## src/rtl/common.sv

```systemverilog
// Shared definitions for the interrupt entry/return sequencer:
// memory-mapped register addresses, FSM state type and return-stack entry.
package common;

    localparam int unsigned DATA_W = 16;
    localparam int unsigned ID_W   = 2;
    localparam int unsigned ACK_W  = 4;

    // Memory-mapped register addresses
    localparam logic [DATA_W-1:0] INT_EPC  = 16'hFF00;
    localparam logic [DATA_W-1:0] INT_STAT = 16'hFF02;

    typedef enum logic [1:0] {
        IDLE   = 2'd0,
        ENTER  = 2'd1,
        RETURN = 2'd2
    } int_seq_state_t;

    // One saved context: return PC and the id of the source being serviced
    typedef struct packed {
        logic [DATA_W-1:0] pc;
        logic [ID_W-1:0]   id;
    } ret_entry_t;

endpackage

```

## src/rtl/int_ret_stack.sv

```systemverilog
// 2-entry LIFO holding interrupt return contexts.
// Ports:
//   clk, rst        clock, asynchronous active-high reset
//   push, push_data push a new entry (caller guarantees not full)
//   pop             drop the top entry (caller guarantees not empty)
//   top_we, top_pc  overwrite the pc field of the current top (ignored when empty)
//   depth           number of valid entries (0..2)
//   top             current top entry, all-zero when empty
module int_ret_stack
    import common::*;
(
    input  logic              clk,
    input  logic              rst,
    input  logic              push,
    input  ret_entry_t        push_data,
    input  logic              pop,
    input  logic              top_we,
    input  logic [DATA_W-1:0] top_pc,
    output logic [1:0]        depth,
    output ret_entry_t        top
);

    ret_entry_t entry0;
    ret_entry_t entry1;

    // Top-pc write targets the pre-operation top; a push/pop in the same
    // cycle then acts on top of it (a pop clears the slot it frees).
    always_ff @(posedge clk or posedge rst) begin
        if (rst) begin
            entry0 <= '0;
            entry1 <= '0;
            depth  <= 2'd0;
        end else begin
            if (top_we) begin
                if (depth == 2'd1) begin
                    entry0.pc <= top_pc;
                end else if (depth == 2'd2) begin
                    entry1.pc <= top_pc;
                end
            end
            if (push) begin
                if (depth == 2'd0) begin
                    entry0 <= push_data;
                end else begin
                    entry1 <= push_data;
                end
                depth <= depth + 2'd1;
            end else if (pop) begin
                if (depth == 2'd2) begin
                    entry1 <= '0;
                end else begin
                    entry0 <= '0;
                end
                depth <= depth - 2'd1;
            end
        end
    end

    always_comb begin
        top = '0;
        if (depth == 2'd2) begin
            top = entry1;
        end else if (depth == 2'd1) begin
            top = entry0;
        end
    end

endmodule

```

## src/rtl/int_seq.sv

```systemverilog
// Interrupt entry/return sequencer. Accepts a pending interrupt at a clean
// ID boundary, saves the return PC, flushes IM/ID and redirects fetch to the
// vector; on RETI restores the saved PC. One level of priority nesting.
// Ports:
//   clk, rst                 clock, asynchronous active-high reset
//   int_occurred/vec/id      pending interrupt from the controller
//   stall_IM_ID, pc_ID, reti_ID  pipeline status in ID
//   mm_addr/we/wdata/rdata   memory-mapped access to INT_EPC / INT_STAT
//   flush, redirect, tgt_pc  one-cycle fetch redirect
//   int_ack                  one-hot clear pulse to the accepted source (combinational)
//   in_service               return stack not empty
module int_seq
    import common::*;
(
    input  logic              clk,
    input  logic              rst,
    input  logic              int_occurred,
    input  logic [DATA_W-1:0] int_vec,
    input  logic [ID_W-1:0]   int_id,
    input  logic              stall_IM_ID,
    input  logic [DATA_W-1:0] pc_ID,
    input  logic              reti_ID,
    input  logic [DATA_W-1:0] mm_addr,
    input  logic              mm_we,
    input  logic [DATA_W-1:0] mm_wdata,
    output logic [DATA_W-1:0] mm_rdata,
    output logic              flush,
    output logic              redirect,
    output logic [DATA_W-1:0] tgt_pc,
    output logic [ACK_W-1:0]  int_ack,
    output logic              in_service
);

    int_seq_state_t state;
    logic           reti_err;
    logic [1:0]     depth;
    ret_entry_t     top;
    ret_entry_t     push_data;

    logic reti_go;
    logic accept;
    logic pop;
    logic epc_hit;
    logic stat_hit;
    logic epc_we;

    // Entry/return decisions; RETI wins over a same-cycle interrupt.
    always_comb begin
        reti_go   = (state == IDLE) && reti_ID && !stall_IM_ID;
        accept    = (state == IDLE) && int_occurred && !stall_IM_ID && !reti_ID &&
                    ((depth == 2'd0) || ((depth == 2'd1) && (int_id < top.id)));
        pop       = reti_go && (depth != 2'd0);
        push_data = '{pc: pc_ID, id: int_id};
        int_ack   = '0;
        if (accept && !rst) begin
            int_ack = ACK_W'(4'b0001 << int_id);
        end
    end

    // Memory-mapped register decode
    always_comb begin
        epc_hit  = (mm_addr == INT_EPC);
        stat_hit = (mm_addr == INT_STAT);
        epc_we   = mm_we && epc_hit;
        mm_rdata = '0;
        if (epc_hit) begin
            mm_rdata = top.pc;
        end else if (stat_hit) begin
            mm_rdata = {depth, reti_err, 11'h000, top.id};
        end
    end

    assign in_service = (depth != 2'd0);

    int_ret_stack u_stack (
        .clk       (clk),
        .rst       (rst),
        .push      (accept),
        .push_data (push_data),
        .pop       (pop),
        .top_we    (epc_we),
        .top_pc    (mm_wdata),
        .depth     (depth),
        .top       (top)
    );

    // Sequencer FSM; tgt_pc doubles as the target register and is only
    // non-zero during the single ENTER/RETURN cycle.
    always_ff @(posedge clk or posedge rst) begin
        if (rst) begin
            state    <= IDLE;
            reti_err <= 1'b0;
            flush    <= 1'b0;
            redirect <= 1'b0;
            tgt_pc   <= '0;
        end else begin
            flush    <= 1'b0;
            redirect <= 1'b0;
            tgt_pc   <= '0;
            if (mm_we && stat_hit && mm_wdata[13]) begin
                reti_err <= 1'b0;
            end
            case (state)
                IDLE: begin
                    if (reti_go) begin
                        if (depth != 2'd0) begin
                            tgt_pc   <= top.pc;
                            flush    <= 1'b1;
                            redirect <= 1'b1;
                            state    <= RETURN;
                        end else begin
                            reti_err <= 1'b1;
                        end
                    end else if (accept) begin
                        tgt_pc   <= int_vec;
                        flush    <= 1'b1;
                        redirect <= 1'b1;
                        state    <= ENTER;
                    end
                end
                ENTER:   state <= IDLE;
                RETURN:  state <= IDLE;
                default: state <= IDLE;
            endcase
        end
    end

endmodule
```

## config.mk

```make
export PLATFORM = sky130hd
export DESIGN_NAME = int_seq
export DESIGN_NICKNAME = d
export VERILOG_FILES = /design/src/rtl/common.sv /design/src/rtl/int_ret_stack.sv /design/src/rtl/int_seq.sv
export SDC_FILE = /design/constraint.sdc
export NUM_CORES = 1
export LEC_CHECK = 0
export BUFFER_PORTS_ARGS = -buffer_cell sky130_fd_sc_hd__buf_2
export CAP_MARGIN = 0
export CELL_PAD_IN_SITES_DETAIL_PLACEMENT = 1
export CELL_PAD_IN_SITES_GLOBAL_PLACEMENT = 1
export CORE_UTILIZATION = 30
export CTS_BUF_LIST = sky130_fd_sc_hd__clkbuf_2
export CTS_CLUSTER_SIZE = 20
export DETAILED_ROUTE_END_ITERATION = 12
export PLACE_DENSITY = 0.68
export SETUP_SLACK_MARGIN = 0.4
export SKIP_CTS_REPAIR_TIMING = 1
export SLEW_MARGIN = 20
export SYNTH_ARGS = -nofsm -noshare
export SYNTH_HDL_FRONTEND = slang
export SYNTH_HIERARCHICAL = 1
export SYNTH_SLANG_ARGS = --single-unit
```

## constraint.sdc

```tcl
create_clock -name clk -period 4.08 [get_ports clk]
set_input_delay 0.204 -clock clk [delete_from_list [all_inputs] [get_ports clk]]
set_output_delay 0.204 -clock clk [all_outputs]
set_load 0.01 [all_outputs]
```

# Word-level counts from Yosys, hierarchy flattened
# Cells that the tools add are included.
# word_totals
inputBits,72
register_bits,58
output_inout_bits,39
# classes
n_addsub,2
magnitude_cmp,1
mux,36
shifts,1
n_reduce_logical,24
eq_ne,9
# op_table
operator,n
18-bit 2-to-1 mux,10
16-bit 2-to-1 mux,11
"16-bit equality test, second input constant",2
1-bit logical AND,12
2-bit 2-to-1 mux,6
1-bit 2-to-1 mux,8
"3-bit != test, second input constant",2
3-bit AND reduction,2
2-bit nonzero test,3
2-bit logical NOT,2
4-bit 2-to-1 mux,1
"2-bit != test, second input constant",2
"1-bit by 2-bit left shift with 4-bit output, first input constant",1
1-bit logical NOT,3
"2-bit by 1-bit adder with 2-bit output, second input constant",1
"2-bit by 1-bit equality test with 1-bit output, second input constant",1
"2-bit equality test, second input constant",1
2-bit less-than comparator,1
"2-bit by 1-bit != test with 1-bit output, second input constant",1
2-bit AND reduction,1
"2-bit by 1-bit subtractor with 2-bit output, second input constant",1
1-bit logical OR,1

# Logic depth before layout (Yosys ltp)
# depth
word_depth,10
mapped_depth,17
depth_no_buf,12

# Cells and area by module
# The synthesis kept the hierarchy.
# modules_own_cells
mod,seq_area_each_um2,cells_per_inst,n_inst,area_per_inst_um2
int_ret_stack,950.9,240,1,2242.2
int_seq,500.5,88,1,1029.7

# Least setup slack after synthesis
# No wires, ideal clock.
# synth_path
kind,register -> register
startpoint,register u_stack.depth[0]
endpoint,register u_stack/entry1[15] in the netlist's numbering
arrival_time_ns,3.072
path_stages_with_launch,18
n_path_buf,5
slack_ns,0.886
setup_time_ns,0.122
path_cell_list,dfrtp_1 inv_1 ha_1 buf_2 nor2b_1 nand2_1 o21ai_0 inv_1 ha_1 a21o_1 a21oi_1 clkbuf_1 buf_6 nor2b_4 buf_6 o21bai_4 buf_6 o21ai_1
# synth_rtl
item,line,text
start: declaration,int_ret_stack.sv:19,"output logic [1:0] depth,"
start signal: assignment,int_ret_stack.sv:47,depth <= depth + 2'd1;
start signal: assignment,int_ret_stack.sv:54,depth <= depth - 2'd1;
end signal: assignment,int_ret_stack.sv:45,entry1 <= push_data;
end: declaration,int_ret_stack.sv:24,ret_entry_t entry1;

==> impl_metrics.py <==
metrics = {
    "clocking": {
        "clk_latency_ps": 510,
        "cts.sink_count": 58,
        "clockBufferDepth": 2,
        "htree_num_levels": 3,
        "cts_buffers": 9,
        "cts_tree": "yes",
        "clkSlewWorstSetupHoldPaths_ps": 160,
        "clockRootBuffer": "clkbuf_2",
    },
    "run_status": {
        "status": "finished clean",
    },
    "setup_path": {
        "timing.critical_path.to_type": "primary output",
        "worst-path-max-fanout": 27,
        "critical_path_class": "flip-flop to primary output",
        "worst_ep_arrival_time_ps": 3240,
        "critPathLaunch": "u_stack/depth[1]",
        "required_ps": 3880,
        "reg2reg_from": "u_stack/depth[1]",
        "crit_path_start_kind": "flip-flop",
    },
    "power": {
        "switching_share": 0.3801,
        "irDropWorstVdd_v": 0.0001584,
        "internal-power_uw": 1246,
        "power.density_nw_per_um2": 449.3,
        "netSwitchingPower_uw": 764.2,
        "combPwrFrac": 0.360,
        "seqPwrFrac": 0.430,
        "clock_power_share": 0.210,
        "p_total_uw": 2011,
        "leakage_uw": 0.002350,
    },
    "logic_synthesis": {
        "yosysWarnings": 6,
        "avgSynthCellArea_um2": 9.975,
        "yosysMostFrequentCell": "nand2_1",
        "synth_top_area_cell": "dfrtp_1",
        "syn_nets": 406,
        "syn_inst": 328,
        "synth_area_leaders": "dfrtp_1 44%, mux2i_1 10%, nand2_1 7.9%, a22o_1 5.9%, o21ai_2 4.8%",
        "ys_types": 44,
        "synth_flop_cell": "dfrtp_1",
        "ys_top_cells_by_count": "69 x nand2_1, 58 x dfrtp_1, 34 x mux2i_1",
        "synth_area_um2": 3272,
        "synth.yosys.seq_area_share": 0.4436,
        "synth_seq_cells": 58,
        "synth_edf_count": 0,
        "async_flop_share": 1.000,
        "yosysTopAreaCellShare": 0.4436,
    },
    "placement": {
        "io_buffers": 110,
        "dp_cells": 558,
        "globalplace.congestion": 0.8232,
        "dp_hpwl_um": 7261,
    },
    "timing": {
        "min_period_ps": 3442,
        "fmax_mhz": 290.5,
        "tightest_slew_ps": 783.2,
        "setup_viol": 0,
        "fin_crit_sh": 0.8436,
        "slew_violations": 0,
        "tns_ps": 0,
        "skew_ps": 42.25,
        "final_hold_viol_count": 0,
        "whs_ps": 7.663,
        "slew_headroom": 0.4773,
        "rsz0062_at_grt": "false",
    },
    "floorplanning": {
        "top_level_ports": 111,
        "std_cell_rows": 37,
        "die-area_um2": 11330,
        "die_width_um": 106.4,
        "coreArea_um2": 10460,
        "die_h_um": 106.4,
        "start_util": 0.3127,
    },
    "flow_run": {
        "max-cap-violations": 0,
    },
    "grt": {
        "grt_start_max_net_pins": 39,
        "grt_usage": 0.1794,
        "grt_pass1_vias": 2952,
        "globalRouteOverflowTotal": 0,
        "grt_pass1_wl_um": 15540,
        "antenna_found_initial": 1,
    },
    "routing": {
        "drc": 0,
        "routed_wl_um": 10200,
        "avgRoutedWirePerCell_um": 16.53,
        "dr.pass1.iters": 4,
        "viasPerCell": 4.820,
        "ant_nets": 0,
        "vias": 2974,
        "first_iter_violations": 107,
    },
    "cells_and_area": {
        "area_delta_synth_final_pct": 36.79,
        "num-nets-final": 553,
        "utilization": 0.4278,
        "drive_above_1_share": 0.3417,
        "final_cells": 617,
    },
    "worst_hold_path": {
        "min_from": "int_id[0]",
        "min_path_type": "input port to flip-flop",
    },
}
power by group through the flow:
stage / registers (uW) / logic (uW) / clock network [uW]
2_1_floorplan: 849 / 483 / 0
3_3_place_gp: 866 / 664 / 0
3_5_place_dp: 876 / 686 / 0
4_1_cts: 862 / 690 / 439
5_1_grt: 890 / 804 / 460
6_report: 865 / 724 / 422
worst paths after layout:
path	to	slack [ps]	cells past startpoint
worst max-delay path	int_ack[3]	640	13
worst min-delay path	u_stack/entry1[0]	8	3
worst max register to register	u_stack/entry1[5]	940	13
worst min register to register	reti_err	520	1
max in group asynchronous	tgt_pc[10]	3170	3
min in group asynchronous	u_stack/entry1[14]	380	4
flip-flops by register name (all words and copies together) (netlist names):
register	cells
tgt_pc	16
u_stack/entry0	18
state	2
reti_err	1
u_stack/entry1	18
u_stack/depth	2
redirect	1
per-stage QoR:
stage                     setup slack [ps]  instance area, um^2
after detailed placement             772.0                 3899
after global routing                 412.4                 4476
after CTS                            356.5                 4030
final                                638.2                 4476
after floorplan                      885.9                 3272
after global placement               980.9                 3899
logic make-up after synthesis:
group                    count (synthesis)  share of synthesized area
AO/OA/AOI/OAI                           82                     0.1843
flip-flops                              58                     0.4436
buffers and inverters                   32                    0.05507
AND/OR/NAND/NOR                        115                     0.1874
multiplexers                            34                     0.1040
XOR/XNOR                                 1                   0.002677
adder cells (fa/ha/maj)                  6                    0.02294
placed cells by master (no fill, tap or decap), types with 2 or more instances in the layout:
cell type,instances
o21ai_2,18
o21ai_0,31
and2_1,13
o21bai_4,2
dlygate4sd3_1,42
dfrtp_1,56
ha_1,5
dfrtp_2,2
nand2_1,69
nor4_4,2
o21ai_1,2
nor2_1,4
bufinv_16,2
and3_1,3
and3b_1,2
nand2b_1,2
a22o_1,22
inv_1,10
or2_1,2
clkbuf_2,10
buf_2,110
buf_4,5
nand4_1,2
clkinv_2,2
mux2i_1,34
final cells by class:
class	count	area [um^2]
antenna	1	2.502
clock buffer	10	50.05
clock inverter	6	81.33
fill	1262	5987
inverter	10	37.54
multi-input combinational	238	1657
sequential	58	1454
tap	136	170.2
timing repair buffer	158	1023
layer usage:
| layer | global-route usage | share of wire |
|---|---|---|
| met1 | 0.2290 | 0.45 |
| met3 | 0.02514 | 0.045 |
| met2 | 0.3052 | 0.50 |
| met4 | 0.07045 | 0.013 |
| met5 | 0 | 0 |
worst max-delay path: stages, from the launching register on:
cell     delay [ps]
dfrtp_2         510
inv_1           120
ha_1            150
buf_4           230
nor2b_2         210
nand2_1          60
o21ai_0          90
inv_1            80
ha_1            300
a21o_1          200
a21oi_4         230
buf_8           220
and4_1          220
buf_2           130
No activity file was read; power rests on OpenSTA's default activity.
